==> src/rtl/zynq_axil_csr_bank_pkg.sv <==
// Shared AXI-Lite constants, FSM state types and the address-to-word
// index shift used by the GP0 CSR bank.
package zynq_axil_pkg;

    localparam logic [1:0] AXI_OKAY   = 2'b00;
    localparam logic [1:0] AXI_SLVERR = 2'b10;

    typedef enum logic [1:0] {
        W_IDLE,
        W_HAVE_AW,
        W_HAVE_W,
        W_RESP
    } wr_state_e;

    typedef enum logic {
        R_IDLE,
        R_RESP
    } rd_state_e;

    function automatic int axil_word_shift(input int dw);
        return (dw == 64) ? 3 : 2;
    endfunction

endpackage

==> src/rtl/zynq_axil_strb_merge.sv <==
// Byte-strobe merge: each byte lane takes the new data when its strobe
// bit is set, otherwise keeps the old data.
module zynq_axil_strb_merge #(
    parameter int DATA_WIDTH = 32
) (
    input  logic [DATA_WIDTH-1:0]   i_old,
    input  logic [DATA_WIDTH-1:0]   i_new,
    input  logic [DATA_WIDTH/8-1:0] i_strb,
    output logic [DATA_WIDTH-1:0]   o_data
);

    always_comb begin
        o_data = i_old;
        for (int b = 0; b < DATA_WIDTH / 8; b++) begin
            if (i_strb[b]) o_data[b*8 +: 8] = i_new[b*8 +: 8];
        end
    end

endmodule

==> src/rtl/zynq_axil_csr_bank.sv <==
// AXI4-Lite CSR/status register bank terminating PS GP0 in the PL shell.
// Optional 64-bit timestamp counter: define ZYNQ_AXIL_CSR_TIMESTAMP_EN.
module zynq_axil_csr_bank
    import zynq_axil_pkg::*;
#(
    parameter int DATA_WIDTH = 32,
    parameter int ADDR_WIDTH = 10,
    parameter int NUM_CSR    = 16,
    parameter int NUM_STATUS = 8,
    parameter logic [DATA_WIDTH-1:0] CSR_RESET_VAL = '0
) (
    input  logic                          aclk,
    input  logic                          areset,
    input  logic [ADDR_WIDTH-1:0]         s_axil_awaddr,
    input  logic [2:0]                    s_axil_awprot,
    input  logic                          s_axil_awvalid,
    output logic                          s_axil_awready,
    input  logic [DATA_WIDTH-1:0]         s_axil_wdata,
    input  logic [DATA_WIDTH/8-1:0]       s_axil_wstrb,
    input  logic                          s_axil_wvalid,
    output logic                          s_axil_wready,
    output logic [1:0]                    s_axil_bresp,
    output logic                          s_axil_bvalid,
    input  logic                          s_axil_bready,
    input  logic [ADDR_WIDTH-1:0]         s_axil_araddr,
    input  logic [2:0]                    s_axil_arprot,
    input  logic                          s_axil_arvalid,
    output logic                          s_axil_arready,
    output logic [DATA_WIDTH-1:0]         s_axil_rdata,
    output logic [1:0]                    s_axil_rresp,
    output logic                          s_axil_rvalid,
    input  logic                          s_axil_rready,
    output logic [NUM_CSR*DATA_WIDTH-1:0] csr_data_o,
    output logic [NUM_CSR-1:0]            csr_wr_v_o,
    input  logic [((NUM_STATUS > 0) ? NUM_STATUS : 1)*DATA_WIDTH-1:0] status_i
);

    localparam int SHIFT  = axil_word_shift(DATA_WIDTH);
    localparam int STRB_W = DATA_WIDTH / 8;

    wr_state_e r_wstate, w_wstate_nxt;
    rd_state_e r_rstate, w_rstate_nxt;

    logic [DATA_WIDTH-1:0] r_csr [NUM_CSR];
    logic [DATA_WIDTH-1:0] w_merged [NUM_CSR];
    logic [NUM_CSR-1:0]    w_wr_hit;
    logic [NUM_CSR-1:0]    r_wr_v;

    logic [ADDR_WIDTH-1:0] r_awaddr;
    logic [DATA_WIDTH-1:0] r_wdata;
    logic [STRB_W-1:0]     r_wstrb;
    logic [1:0]            r_bresp;
    logic [DATA_WIDTH-1:0] r_rdata;
    logic [1:0]            r_rresp;

    logic                  w_commit, w_ar_hs;
    logic                  w_awready, w_wready, w_arready;
    logic [ADDR_WIDTH-1:0] w_eff_awaddr, w_widx, w_ridx;
    logic [DATA_WIDTH-1:0] w_eff_wdata, w_rd_data;
    logic [STRB_W-1:0]     w_eff_wstrb;
    logic [1:0]            w_rd_resp;
    logic                  w_unused;

`ifdef ZYNQ_AXIL_CSR_TIMESTAMP_EN
    logic [63:0] r_ts;
    logic [31:0] r_ts_shadow;
`endif

    assign w_unused = ^{s_axil_awprot, s_axil_arprot, status_i};

    // A held beat wins over the bus; the bus side only matters while its
    // ready is high, which the FSM guarantees excludes the held case.
    assign w_eff_awaddr = (r_wstate == W_HAVE_AW) ? r_awaddr : s_axil_awaddr;
    assign w_eff_wdata  = (r_wstate == W_HAVE_W)  ? r_wdata  : s_axil_wdata;
    assign w_eff_wstrb  = (r_wstate == W_HAVE_W)  ? r_wstrb  : s_axil_wstrb;
    assign w_widx       = w_eff_awaddr >> SHIFT;
    assign w_ridx       = s_axil_araddr >> SHIFT;

    always_comb begin
        w_wstate_nxt = r_wstate;
        w_awready    = 1'b0;
        w_wready     = 1'b0;
        w_commit     = 1'b0;
        unique case (r_wstate)
            W_IDLE: begin
                w_awready = 1'b1;
                w_wready  = 1'b1;
                if (s_axil_awvalid && s_axil_wvalid) begin
                    w_commit     = 1'b1;
                    w_wstate_nxt = W_RESP;
                end else if (s_axil_awvalid) begin
                    w_wstate_nxt = W_HAVE_AW;
                end else if (s_axil_wvalid) begin
                    w_wstate_nxt = W_HAVE_W;
                end
            end
            W_HAVE_AW: begin
                w_wready = 1'b1;
                if (s_axil_wvalid) begin
                    w_commit     = 1'b1;
                    w_wstate_nxt = W_RESP;
                end
            end
            W_HAVE_W: begin
                w_awready = 1'b1;
                if (s_axil_awvalid) begin
                    w_commit     = 1'b1;
                    w_wstate_nxt = W_RESP;
                end
            end
            W_RESP: begin
                if (s_axil_bready) w_wstate_nxt = W_IDLE;
            end
        endcase
    end

    for (genvar g = 0; g < NUM_CSR; g++) begin : g_csr
        zynq_axil_strb_merge #(
            .DATA_WIDTH(DATA_WIDTH)
        ) u_merge (
            .i_old (r_csr[g]),
            .i_new (w_eff_wdata),
            .i_strb(w_eff_wstrb),
            .o_data(w_merged[g])
        );
        assign w_wr_hit[g] = w_commit && (w_widx == ADDR_WIDTH'(g));
        assign csr_data_o[g*DATA_WIDTH +: DATA_WIDTH] = r_csr[g];
    end

    always_ff @(posedge aclk or posedge areset) begin
        if (areset) begin
            r_wstate <= W_IDLE;
            r_awaddr <= '0;
            r_wdata  <= '0;
            r_wstrb  <= '0;
            r_bresp  <= AXI_OKAY;
            r_wr_v   <= '0;
            for (int i = 0; i < NUM_CSR; i++) r_csr[i] <= CSR_RESET_VAL;
        end else begin
            r_wstate <= w_wstate_nxt;
            r_wr_v   <= w_wr_hit;
            if (w_awready && s_axil_awvalid) r_awaddr <= s_axil_awaddr;
            if (w_wready && s_axil_wvalid) begin
                r_wdata <= s_axil_wdata;
                r_wstrb <= s_axil_wstrb;
            end
            if (w_commit) r_bresp <= (|w_wr_hit) ? AXI_OKAY : AXI_SLVERR;
            for (int i = 0; i < NUM_CSR; i++) begin
                if (w_wr_hit[i]) r_csr[i] <= w_merged[i];
            end
        end
    end

    always_comb begin
        w_rstate_nxt = r_rstate;
        w_arready    = 1'b0;
        w_ar_hs      = 1'b0;
        unique case (r_rstate)
            R_IDLE: begin
                w_arready = 1'b1;
                if (s_axil_arvalid) begin
                    w_ar_hs      = 1'b1;
                    w_rstate_nxt = R_RESP;
                end
            end
            R_RESP: begin
                if (s_axil_rready) w_rstate_nxt = R_IDLE;
            end
        endcase
    end

    always_comb begin
        w_rd_data = '0;
        w_rd_resp = AXI_SLVERR;
        for (int i = 0; i < NUM_CSR; i++) begin
            if (w_ridx == ADDR_WIDTH'(i)) begin
                w_rd_data = r_csr[i];
                w_rd_resp = AXI_OKAY;
            end
        end
        for (int i = 0; i < NUM_STATUS; i++) begin
            if (w_ridx == ADDR_WIDTH'(NUM_CSR + i)) begin
                w_rd_data = status_i[i*DATA_WIDTH +: DATA_WIDTH];
                w_rd_resp = AXI_OKAY;
            end
        end
`ifdef ZYNQ_AXIL_CSR_TIMESTAMP_EN
        if (w_ridx == ADDR_WIDTH'(NUM_CSR + NUM_STATUS)) begin
            w_rd_data = r_ts[DATA_WIDTH-1:0];
            w_rd_resp = AXI_OKAY;
        end
        if (DATA_WIDTH == 32 &&
            w_ridx == ADDR_WIDTH'(NUM_CSR + NUM_STATUS + 1)) begin
            w_rd_data = DATA_WIDTH'(r_ts_shadow);
            w_rd_resp = AXI_OKAY;
        end
`endif
    end

    always_ff @(posedge aclk or posedge areset) begin
        if (areset) begin
            r_rstate <= R_IDLE;
            r_rdata  <= '0;
            r_rresp  <= AXI_OKAY;
        end else begin
            r_rstate <= w_rstate_nxt;
            if (w_ar_hs) begin
                r_rdata <= w_rd_data;
                r_rresp <= w_rd_resp;
            end
        end
    end

`ifdef ZYNQ_AXIL_CSR_TIMESTAMP_EN
    // Low-word read latches the upper half so a following high read is atomic.
    always_ff @(posedge aclk or posedge areset) begin
        if (areset) begin
            r_ts        <= '0;
            r_ts_shadow <= '0;
        end else begin
            r_ts <= r_ts + 64'd1;
            if (w_ar_hs && DATA_WIDTH == 32 &&
                w_ridx == ADDR_WIDTH'(NUM_CSR + NUM_STATUS))
                r_ts_shadow <= r_ts[63:32];
        end
    end
`endif

    assign s_axil_awready = w_awready;
    assign s_axil_wready  = w_wready;
    assign s_axil_bvalid  = (r_wstate == W_RESP);
    assign s_axil_bresp   = r_bresp;
    assign s_axil_arready = w_arready;
    assign s_axil_rvalid  = (r_rstate == R_RESP);
    assign s_axil_rdata   = r_rdata;
    assign s_axil_rresp   = r_rresp;
    assign csr_wr_v_o     = r_wr_v;

endmodule

==> config.mk <==
export PLATFORM = sky130hd
export DESIGN_NAME = zynq_axil_csr_bank
export DESIGN_NICKNAME = d
export VERILOG_FILES = /design/src/rtl/zynq_axil_csr_bank_pkg.sv /design/src/rtl/zynq_axil_strb_merge.sv /design/src/rtl/zynq_axil_csr_bank.sv
export SDC_FILE = /design/constraint.sdc
export NUM_CORES = 1
export LEC_CHECK = 0
export ABC_AREA = 1
export BUFFER_PORTS_ARGS = -buffer_cell sky130_fd_sc_hd__clkbuf_2
export CAP_MARGIN = 20
export CORE_AREA = 2 2 347 349
export DETAILED_ROUTE_END_ITERATION = 10
export DIE_AREA = 0 0 349 351
export GPL_TIMING_DRIVEN = 0
export MAX_ROUTING_LAYER = met4
export PLACE_DENSITY = 0.57
export SLEW_MARGIN = 25
export SYNTH_ARGS = -nofsm -noshare
export SYNTH_HDL_FRONTEND = slang
export SYNTH_HIERARCHICAL = 1
export SYNTH_SLANG_ARGS = --single-unit
==> constraint.sdc <==
create_clock -name aclk -period 31.1 [get_ports aclk]
set_input_delay 0 -clock aclk [delete_from_list [all_inputs] [get_ports aclk]]
set_output_delay 0 -clock aclk [all_outputs]
set_load 0.005 [all_outputs]
Yosys cells after proc, flatten, opt, wreduce, memory -nomap -nowiden
Index checks and enable logic that the tools add are counted.
{"block": "word_totals", "register_bits": 613, "wordCells": 279, "inputBits": 325}
{"block": "classes", "n_mux": 70, "eq_ne": 45, "n_bitwise": 1, "n_reduce_logical": 90}
{"cell": "2-to-1 mux 32 bit", "n": 25}
{"cell": "== test 8 x 4 -> 1 bit (second input constant)", "n": 16}
{"cell": "AND reduction 2 bit", "n": 64}
{"cell": "== test 8 x 3 -> 1 bit (second input constant)", "n": 8}
{"cell": "== test 8 x 5 -> 1 bit (second input constant)", "n": 8}
{"cell": "2-to-1 mux 2 bit", "n": 31}
{"cell": "== test 8 x 2 -> 1 bit (second input constant)", "n": 4}
{"cell": "logical NOT 10 bit", "n": 2}
{"cell": "logical AND 1 bit", "n": 19}
{"cell": "== test 8 x 1 -> 1 bit (second input constant)", "n": 2}
{"cell": "OR reduction 16 bit", "n": 1}
{"cell": "2-to-1 mux 10 bit", "n": 1}
{"cell": "2-to-1 mux 1 bit", "n": 9}
{"cell": "one-hot mux 2 bit (4 select lines)", "n": 1}
{"cell": "== test 2 bit (second input constant)", "n": 2}
{"cell": "2-to-1 mux 4 bit", "n": 1}
{"cell": "inequality test 2 bit (second input constant)", "n": 2}
{"cell": "inequality test 4 bit (second input constant)", "n": 1}
{"cell": "AND reduction 4 bit", "n": 1}
{"cell": "OR reduction 2 bit", "n": 2}
{"cell": "one-hot mux 1 bit (3 select lines)", "n": 1}
{"cell": "== test 2 x 1 -> 1 bit (second input constant)", "n": 1}
{"cell": "logical NOT 2 bit", "n": 1}
{"cell": "inequality test 2 x 1 -> 1 bit (second input constant)", "n": 1}
{"cell": "other kinds (2)", "n": 2}

Longest topological paths before layout
Gate-level depths: netlist (run 1).
{"block": "depth", "depth_word": 25, "mapped_depth": 21}

Hierarchy
Netlist (run 1), hierarchy kept.
{"mod": "zynq_axil_csr_bank", "instances": 1, "area_per_inst_um2": 30061.3, "cells_each": 4115}
{"mod": "zynq_axil_strb_merge", "instances": 16, "area_per_inst_um2": 420.4, "cells_each": 104}

Worst setup path before layout (run 1)
No wires, ideal clock.
{"block": "synth_timing", "path_kind": "register to register", "start": "register r_wstate[0]", "end": "register r_csr, in the netlist csr_data_o[436]", "t_arrival_ns": 3.264, "t_required_ns": 30.968, "setup_ns": 0.132, "path_slack_ns": 27.704, "period_less_slack_ns": 3.396, "stages_incl_launch_ff": 12, "path_cell_list": "dfrtp_1 -> inv_1 -> ha_1 -> clkbuf_1 -> clkbuf_1 -> o21ai_0 -> buf_6 -> inv_2 -> nand2_1 -> nand2_1 -> nor2_1 -> a21oi_1"}
{"block": "synth_between", "elab_cells_between_ends": 10, "cone_classes": "eq/ne: 3; mux: 4; reduce/logical: 3"}
{"element": "start, declared", "line_no": "zynq_axil_csr_bank.sv:41", "source": "wr_state_e r_wstate, w_wstate_nxt;"}
{"element": "start signal, assigned", "line_no": "zynq_axil_csr_bank.sv:140", "source": "r_wstate <= w_wstate_nxt;"}
{"element": "== test 2 bit", "line_no": "zynq_axil_csr_bank.sv:75", "source": "assign w_eff_wstrb = (r_wstate == W_HAVE_W) ? r_wstrb : s_axil_wstrb;"}
{"element": "2-to-1 mux 4 bit", "line_no": "zynq_axil_csr_bank.sv:75"}
{"element": "net w_eff_wstrb[2]", "line_no": "zynq_axil_csr_bank.sv:60", "source": "logic [STRB_W-1:0] w_eff_wstrb;"}
{"element": "AND reduction 2 bit (no source line)"}
{"element": "end signal, assigned by index", "line_no": "zynq_axil_csr_bank.sv:149", "source": "if (w_wr_hit[i]) r_csr[i] <= w_merged[i];"}
{"element": "end, declared", "line_no": "zynq_axil_csr_bank.sv:44", "source": "logic [DATA_WIDTH-1:0] r_csr [NUM_CSR];"}
The timed path passes the listed nets, and every way through them passes these cells.
A chain may end at the register's enable or synchronous reset.

Worst setup path after layout (run 1)
{"block": "layout_timing", "start": "input s_axil_araddr[7]", "end": "register r_rdata[29], in the netlist s_axil_rdata[29]"}
{"block": "layout_between", "elab_chain_len": 25, "elab_cells_between_ends": 48, "cone_classes": "eq/ne: 23; mux: 24; reduce/logical: 1"}
{"element": "start, declared", "line_no": "zynq_axil_csr_bank.sv:25", "source": "input logic [ADDR_WIDTH-1:0] s_axil_araddr,"}
{"element": "logical NOT 10 bit", "line_no": "zynq_axil_csr_bank.sv:176", "source": "if (w_ridx == ADDR_WIDTH'(i)) begin"}
{"element": "2-to-1 mux 32 bit (16 in a row)", "line_no": "zynq_axil_csr_bank.sv:176"}
{"element": "2-to-1 mux 32 bit (7 in a row)", "line_no": "zynq_axil_csr_bank.sv:182", "source": "if (w_ridx == ADDR_WIDTH'(NUM_CSR + i)) begin"}
{"element": "2-to-1 mux 32 bit *", "line_no": "zynq_axil_csr_bank.sv:182"}
{"element": "end signal, assigned", "line_no": "zynq_axil_csr_bank.sv:208", "source": "r_rdata <= w_rd_data;"}
{"element": "end, declared", "line_no": "zynq_axil_csr_bank.sv:53", "source": "logic [DATA_WIDTH-1:0] r_rdata;"}
Every way passes the cells marked *; elsewhere a longest branch is shown, timed or not.

==> qor.csv, run 1 <==
metric,value,unit
final_max_slew_viol_count,0,
max_freq,191,MHz
initial_utilization,0.309,
port_buffers,881,
dieArea,122000,um^2
syn_inst,5779,
place_area,44900,um^2
dp_hpwl,180,mm
synth_commonest_cells,"3579 x nand2_1, 609 x dfrtp_1, 322 x inv_1, 253 x o21ai_0, 141 x nor2_1",
dr.pass1.iters,8,
clock_sinks,609,
synth_seq_area_share,0.414,
hold_violations,0,
setup_viol,0,
drc,0,
regToRegStartpoint,csr_data_o[61],
area_growth,33.2,%
worstHoldPathCells,3,
postCtsSetupBuffers,0,
synth_edf_count,0,
synth_top_area_share,0.414,
grt_pass1_vias,40269,
r2r_cells,17,
clock-root-buffer,clkbuf_16,
hold_end,s_axil_rvalid,
start_kind,input port,
drive_gt1_frac,0.208,
p_per_area,73.7,nW/um^2
post_drt_wl_per_cell,26.2,um
relSlewSlack,0.266,
crit_path_max_fanout,10,
grt_setup_unrepaired,no,
yosys.area.top_type,dfrtp_1,
grt-ovfl-total,0,
min_path_type,input port to flip-flop,
first_iter_violations,5789,
status,"finished, final reports clean",
io_pins,894,
cp-startpoint,s_axil_araddr[7],
end_kind,flip-flop,
maxCapViolCount,0,
ctsHoldBuffers,150,
grt_pass1_wl,307,mm
die_h,351,um
fin_area,49000,um^2
syn_area,36800,um^2
gp_congestion,0.993,
crit_type,input port to flip-flop,
nNetsFinal,7271,
core_area,119000,um^2
die_w,349,um
via_count,44199,
htreeDepth,3,
worstSkewPairLatency,0.66,ns
ant_nets,0,
r2r-end,s_axil_rdata[29],
ys_ff_latch,609,
grt_antenna_before_repair,19,
ys_warn_count,6,
grt_max_degree,91,
ff2ff_setup_slack,26.28,ns
via_per_inst,5.16,
worst_pin_slew,1.10,ns
vdd_ir_drop_max,0.0537,mV
fin_skew,0.0286,ns
synth.top_cells.by_area,"dfrtp_1 41%, nand2_1 37%, o21ai_0 3.4%",
async_flop_share,1.00,
routed_wl,224,mm
hold_start,s_axil_rready,
path_clk_slew,0.06,ns
arrival,5.76,ns
yosysMostFrequentCell,nand2_1,
post_cts_resized,0,
fin_setup_tns,0,ns
ys_types,42,
avgSynthCellArea,6.37,um^2
numCtsBuffers,79,
ys.flop_type,dfrtp_1,
clockBufferDepth,3,
cp_data_required_time,31.62,ns
tritoncts,done,
rows,127,
period_needed,5.24,ns
grt_usage,0.364,
power.leakage,27.9,nW
fin_crit_sh,0.168,
[report_power, final]
part           switching (mW)  internal (mW)
Clock                   0.401          0.550
Sequential              0.144          0.934
Combinational            1.05          0.531
Total                    1.59           2.02
[routing by layer]
layer,global-route usage,part of all wire,vias up
li1,-,-,20061
met1,0.449,0.39,21089
met2,0.516,0.42,2480
met3,0.125,0.12,569
met4,0.209,0.067,0
met5,-,0,-
[kinds of logic (layout without fill, tap and decap cells)]
| group | after synthesis | in the layout | synth area share |
|---|---|---|---|
| mux | 7 | 7 | 0.00214 |
| compound gates | 436 | 436 | 0.0604 |
| buf+inv | 683 | 1901 | 0.0877 |
| flops | 609 | 609 | 0.414 |
| other cells | 1 | 21 | 0.000102 |
| simple gates | 4038 | 4038 | 0.434 |
| fa+ha+maj | 5 | 5 | 0.00170 |
[through the flow]
| stage | setup WS [ns] | hold WS, ns | total power [mW] | cells | util |
|---|---|---|---|---|---|
| 4_1_cts | 25.98 | 0.0425 | 3.57 | 8546 | 0.411 |
| 2_1_floorplan | 14.05 | 0.109 | 1.79 | 5780 | - |
| 6_report | 25.86 | 0.0981 | 3.61 | 8565 | 0.412 |
| 3_3_place_gp | 4.59 | 0.207 | 2.46 | 8209 | 0.362 |
| 5_1_grt | 25.61 | 0.0987 | 3.77 | 8554 | 0.411 |
| 3_5_place_dp | 27.18 | 0.0821 | 2.59 | 8258 | 0.377 |
[sequential cells by signal, indices dropped and copies added, names as in the netlist]
signal         flops
csr_wr_v_o        16
s_axil_rdata      32
s_axil_rresp       1
csr_data_o       512
s_axil_bresp       1
s_axil_rvalid      1
r_wstate           2
r_wdata           32
r_wstrb            4
r_awaddr           8
[how the worst max path moves through the flow]
stage / end / cells after the start / slack (ns)
6_report: s_axil_rdata[29] / 23 / 25.86
5_1_grt: s_axil_rdata[29] / 24 / 25.61
4_1_cts: s_axil_rdata[29] / 24 / 25.98
3_5_place_dp: s_axil_rdata[9] / 17 / 27.18
3_3_place_gp: csr_data_o[355] / 2 / 4.59
2_1_floorplan: csr_data_o[0] / 1 / 14.05
[worst max-delay path, stage by stage]
cell and delay [ns]:
dlygate4sd3_1 0.53, clkbuf_2 0.11, nor2_1 0.07, nand2_1 0.17
inv_1 0.09, nand2_1 0.35, buf_2 0.35, nor2_1 0.07
nor2_1 0.20, nand4_1 0.36, nor2_1 0.37, nand4_1 0.24
nand2_1 0.24, nand4_1 0.23, nand2_1 0.21, nand4_1 0.19
nand2_1 0.10, nand4_1 0.07, dlygate4sd3_1 0.58, nand2_1 0.06
dlygate4sd3_1 0.54, nand2_1 0.05, dlygate4sd3_1 0.56
[placed cells by master, fill, tap and decap left out, drive strengths merged, types with 2 or more instances in the layout]
master       Yosys  layout
mux2             7       7
ha               5       5
nor2           164     164
o21ai          313     313
nand2         3583    3583
clkinvlp         0       3
nand3           82      82
clkbuf         104    1102
clkinv           2      15
nor3            15      15
o22ai            6       6
inv            421     423
buf            156     205
bufinv           0       3
conb             1       2
nor4             2       2
diode            0      19
nand4          121     121
or2             68      68
dfrtp          609     609
dlygate4sd3      0     150
and2             2       2
a21oi          112     112
[cell type report]
| cell class | count | area, um^2 |
|---|---|---|
| Antenna cell | 19 | 47.5 |
| Clock inverter | 21 | 214 |
| Multi-Input combinational cell | 4488 | 18800 |
| Buffer | 260 | 1640 |
| Inverter | 423 | 1600 |
| Sequential cell | 609 | 15200 |
| Timing Repair Buffer | 1080 | 7200 |
| Clock buffer | 117 | 2360 |
| Fill cell | 12695 | 70000 |
| Tap cell | 1548 | 1940 |
(Power assumes the default switching activity.)
==> run 2: changes to the inputs <==
PLACE_DENSITY = 0.59   (was 0.57)
clock period = 4.4 ns   (was 31.1 ns; I/O delays follow)
==> run 2 against run 1 <==
Effect of this change: global-route usage grew 0.91 points; utilization grew 0.46 points; non-clock buffer count grew 26; largest cell class unchanged; the flow now finishes with violations (negative setup slack); clock skew shrank 0.0060 ns; sequential share of layout area shrank 0.34 points; largest power group unchanged; clock-buffer cell count grew 6; power grew to 7.2 times the previous value; flip-flop and latch count is the same; wire length grew 2.6%; highest routed layer unchanged; sequential power grew to 7.1 times the previous value; setup slack lost 26 ns; cell count grew 0.34%.
==> qor.csv, run 2 (same netlist as run 1, synthesis figures left out) <==
metric,value,unit,change
status,"finished, violations left",,
violations,negative setup slack,,
first_iter_violations,5446,,-5.9%
cp_common_cell,nand2_1,,
core_area,119000,um^2,unchanged
grt-ovfl-total,0,,unchanged
relSlewSlack,0.326,,+0.0600
htreeDepth,3,,unchanged
vdd_ir_drop_max,0.345,mV,+540%
cpPeakStageDelay,0.60,ns,+0.02 ns
worst_pin_slew,1.01,ns,-0.0859 ns
grt_max_degree,31,,-66%
start_kind,flip-flop,,
grt_pass1_vias,40969,,+1.7%
final_cell_mix,"3577 x nand2_1, 885 x clkbuf_2, 609 x dfrtp_1",,
initial_utilization,0.309,,unchanged
setup_slack,-0.00937,ns,-25.87 ns
period_needed,4.41,ns,
port_buffers,881,,unchanged
regToRegStartpoint,csr_data_o[77],,
die_w,349,um,unchanged
dp_hpwl,186,mm,+3.4%
clock_sinks,609,,unchanged
routed_wl,230,mm,+2.6%
fin_crit_sh,1.00,,
drive_gt1_frac,0.211,,+0.00310
dr.pass1.iters,6,,-2
r2r-end,s_axil_rdata[13],,
tritoncts,done,,
end_kind,flip-flop,,
dieArea,122000,um^2,unchanged
grt_usage,0.373,,+0.00913
power.leakage,28.1,nW,+0.84%
fin_skew,0.0226,ns,-0.00600 ns
grt_antenna_before_repair,19,,unchanged
crit_path_max_fanout,4,,-6
critical-path-top-delay-family,simple AND/OR/NAND/NOR gates,,
max_freq,227,MHz,
via_count,44797,,+1.4%
fill_cells,12550,,-1.1%
cp_slowest_cell,dlygate4sd3_1,,
cp_data_required_time,4.95,ns,-26.67 ns
maxCapViolCount,0,,unchanged
hold_end,s_axil_rvalid,,
p_per_area,522,nW/um^2,+610%
clockBufferDepth,3,,unchanged
r2r_cells,16,,-1
post_drt_wl_per_cell,26.8,um,+2.3%
postCtsSetupBuffers,0,,unchanged
worstHoldPathCells,3,,unchanged
arrival,4.96,ns,-0.80 ns
worstSkewPairLatency,0.67,ns,about the same
die_h,351,um,unchanged
largest_register_ffs,512,,unchanged
hold_start,s_axil_rready,,
rows,127,,unchanged
grt_pass1_wl,314,mm,+2.2%
numCtsBuffers,81,,+2.5%
nNetsFinal,7299,,+0.39%
via_per_inst,5.21,,+1.0%
clock-root-buffer,clkbuf_16,,
gp_congestion,0.999,,+0.55%
hold_ws,0.0732,ns,-0.0249 ns
critPathBufInv,2,,-5
grt_setup_unrepaired,no,,
min_path_type,input port to flip-flop,,
final_max_slew_viol_count,0,,unchanged
io_pins,894,,unchanged
ff2ff_setup_slack,-0.009,ns,-26.29 ns
ant_nets,0,,unchanged
setup_viol,1,,+1
area_growth,34.7,%,
fin_setup_tns,-0.00937,ns,-0.00937 ns
final_common_cell,nand2_1,,
drc,0,,unchanged
cp_cell_sequence,nand2_1 > nand3_1 > nor2_1 > nand4_1 > o21ai_1 > nand3_1 > nand2_1 > nand4_1 > nand2_1 > nand4_1 > nand2_1 > nand4_1 > dlygate4sd3_1 > nand2_1 > dlygate4sd3_1 > nand2_1,,
hold_violations,0,,unchanged
crit_type,flip-flop to flip-flop,,
path_clk_slew,0.06,ns,about the same
-- run 2: cell type report --
| type | instances | area (um^2) | area share |
|---|---|---|---|
| Inverter | 423 | 1590 | 0.0322 |
| Clock inverter | 19 | 223 | 0.00450 |
| Antenna cell | 18 | 45.0 | 0.000909 |
| Timing Repair Buffer | 1106 | 7620 | 0.154 |
| Buffer | 260 | 1640 | 0.0331 |
| Tap cell | 1548 | 1940 | 0.0391 |
| Clock buffer | 123 | 2460 | 0.0497 |
| Sequential cell | 609 | 15200 | 0.308 |
| Multi-Input combinational cell | 4488 | 18800 | 0.379 |
-- run 2: timing repair --
item | in CTS | in global routing
gates resized for setup | 0 | 12
endpoints found under the setup margin | 0 | 6
hold buffers | 158 | 0
endpoints found under the hold margin | 357 | 0
-- run 2: worst max-delay path by stage --
stage | endpoint | from | slack (ns) | cells past startpoint
floorplan | csr_data_o[0] | areset | -3.91 | 1
global placement | r_wdata[13] | areset | -9.01 | 2
detailed placement | s_axil_rdata[12] | s_axil_araddr[2] | 0.41 | 18
CTS | s_axil_rdata[28] | csr_data_o[60] | 0.03 | 19
global route | s_axil_rdata[23] | s_axil_araddr[2] | 0.009 | 20
finish | s_axil_rdata[13] | csr_data_o[77] | -0.009 | 16
-- run 2: per-stage QoR --
step	std cells	util	setup WS (ns)	total power [mW]	area (um^2)
5_1_grt	8590	0.416	0.00926	26.9	49500
4_1_cts	8576	0.416	0.0324	25.6	49500
3_3_place_gp	8209	0.362	-9.01	17.4	43100
6_report	8594	0.416	-0.00937	25.9	49500
3_5_place_dp	8276	0.380	0.407	18.4	45200
2_1_floorplan	5780	-	-3.91	12.6	36800
-- run 2: tightest hold or removal path, cell delays in order --
cell           delay (ns)
dlygate4sd3_1        0.53
clkbuf_2             0.10
o21ai_0              0.07
-- run 2: where the power goes --
part | leakage (nW) | internal (mW) | switching, mW | total (mW)
clock | 1.31 | 4.08 | 2.87 | 6.95
combinational | 19.2 | 3.81 | 7.49 | 11.3
sequential | 7.59 | 6.60 | 1.02 | 7.63
total | 28.1 | 14.5 | 11.4 | 25.9
-- run 2: routing by layer --
layer,vias up,part of all wire,global-route usage
met2,2611,0.42,0.533
li1,20140,-,-
met4,0,0.070,0.222
met5,-,0,-
met3,627,0.11,0.114
met1,21419,0.39,0.462
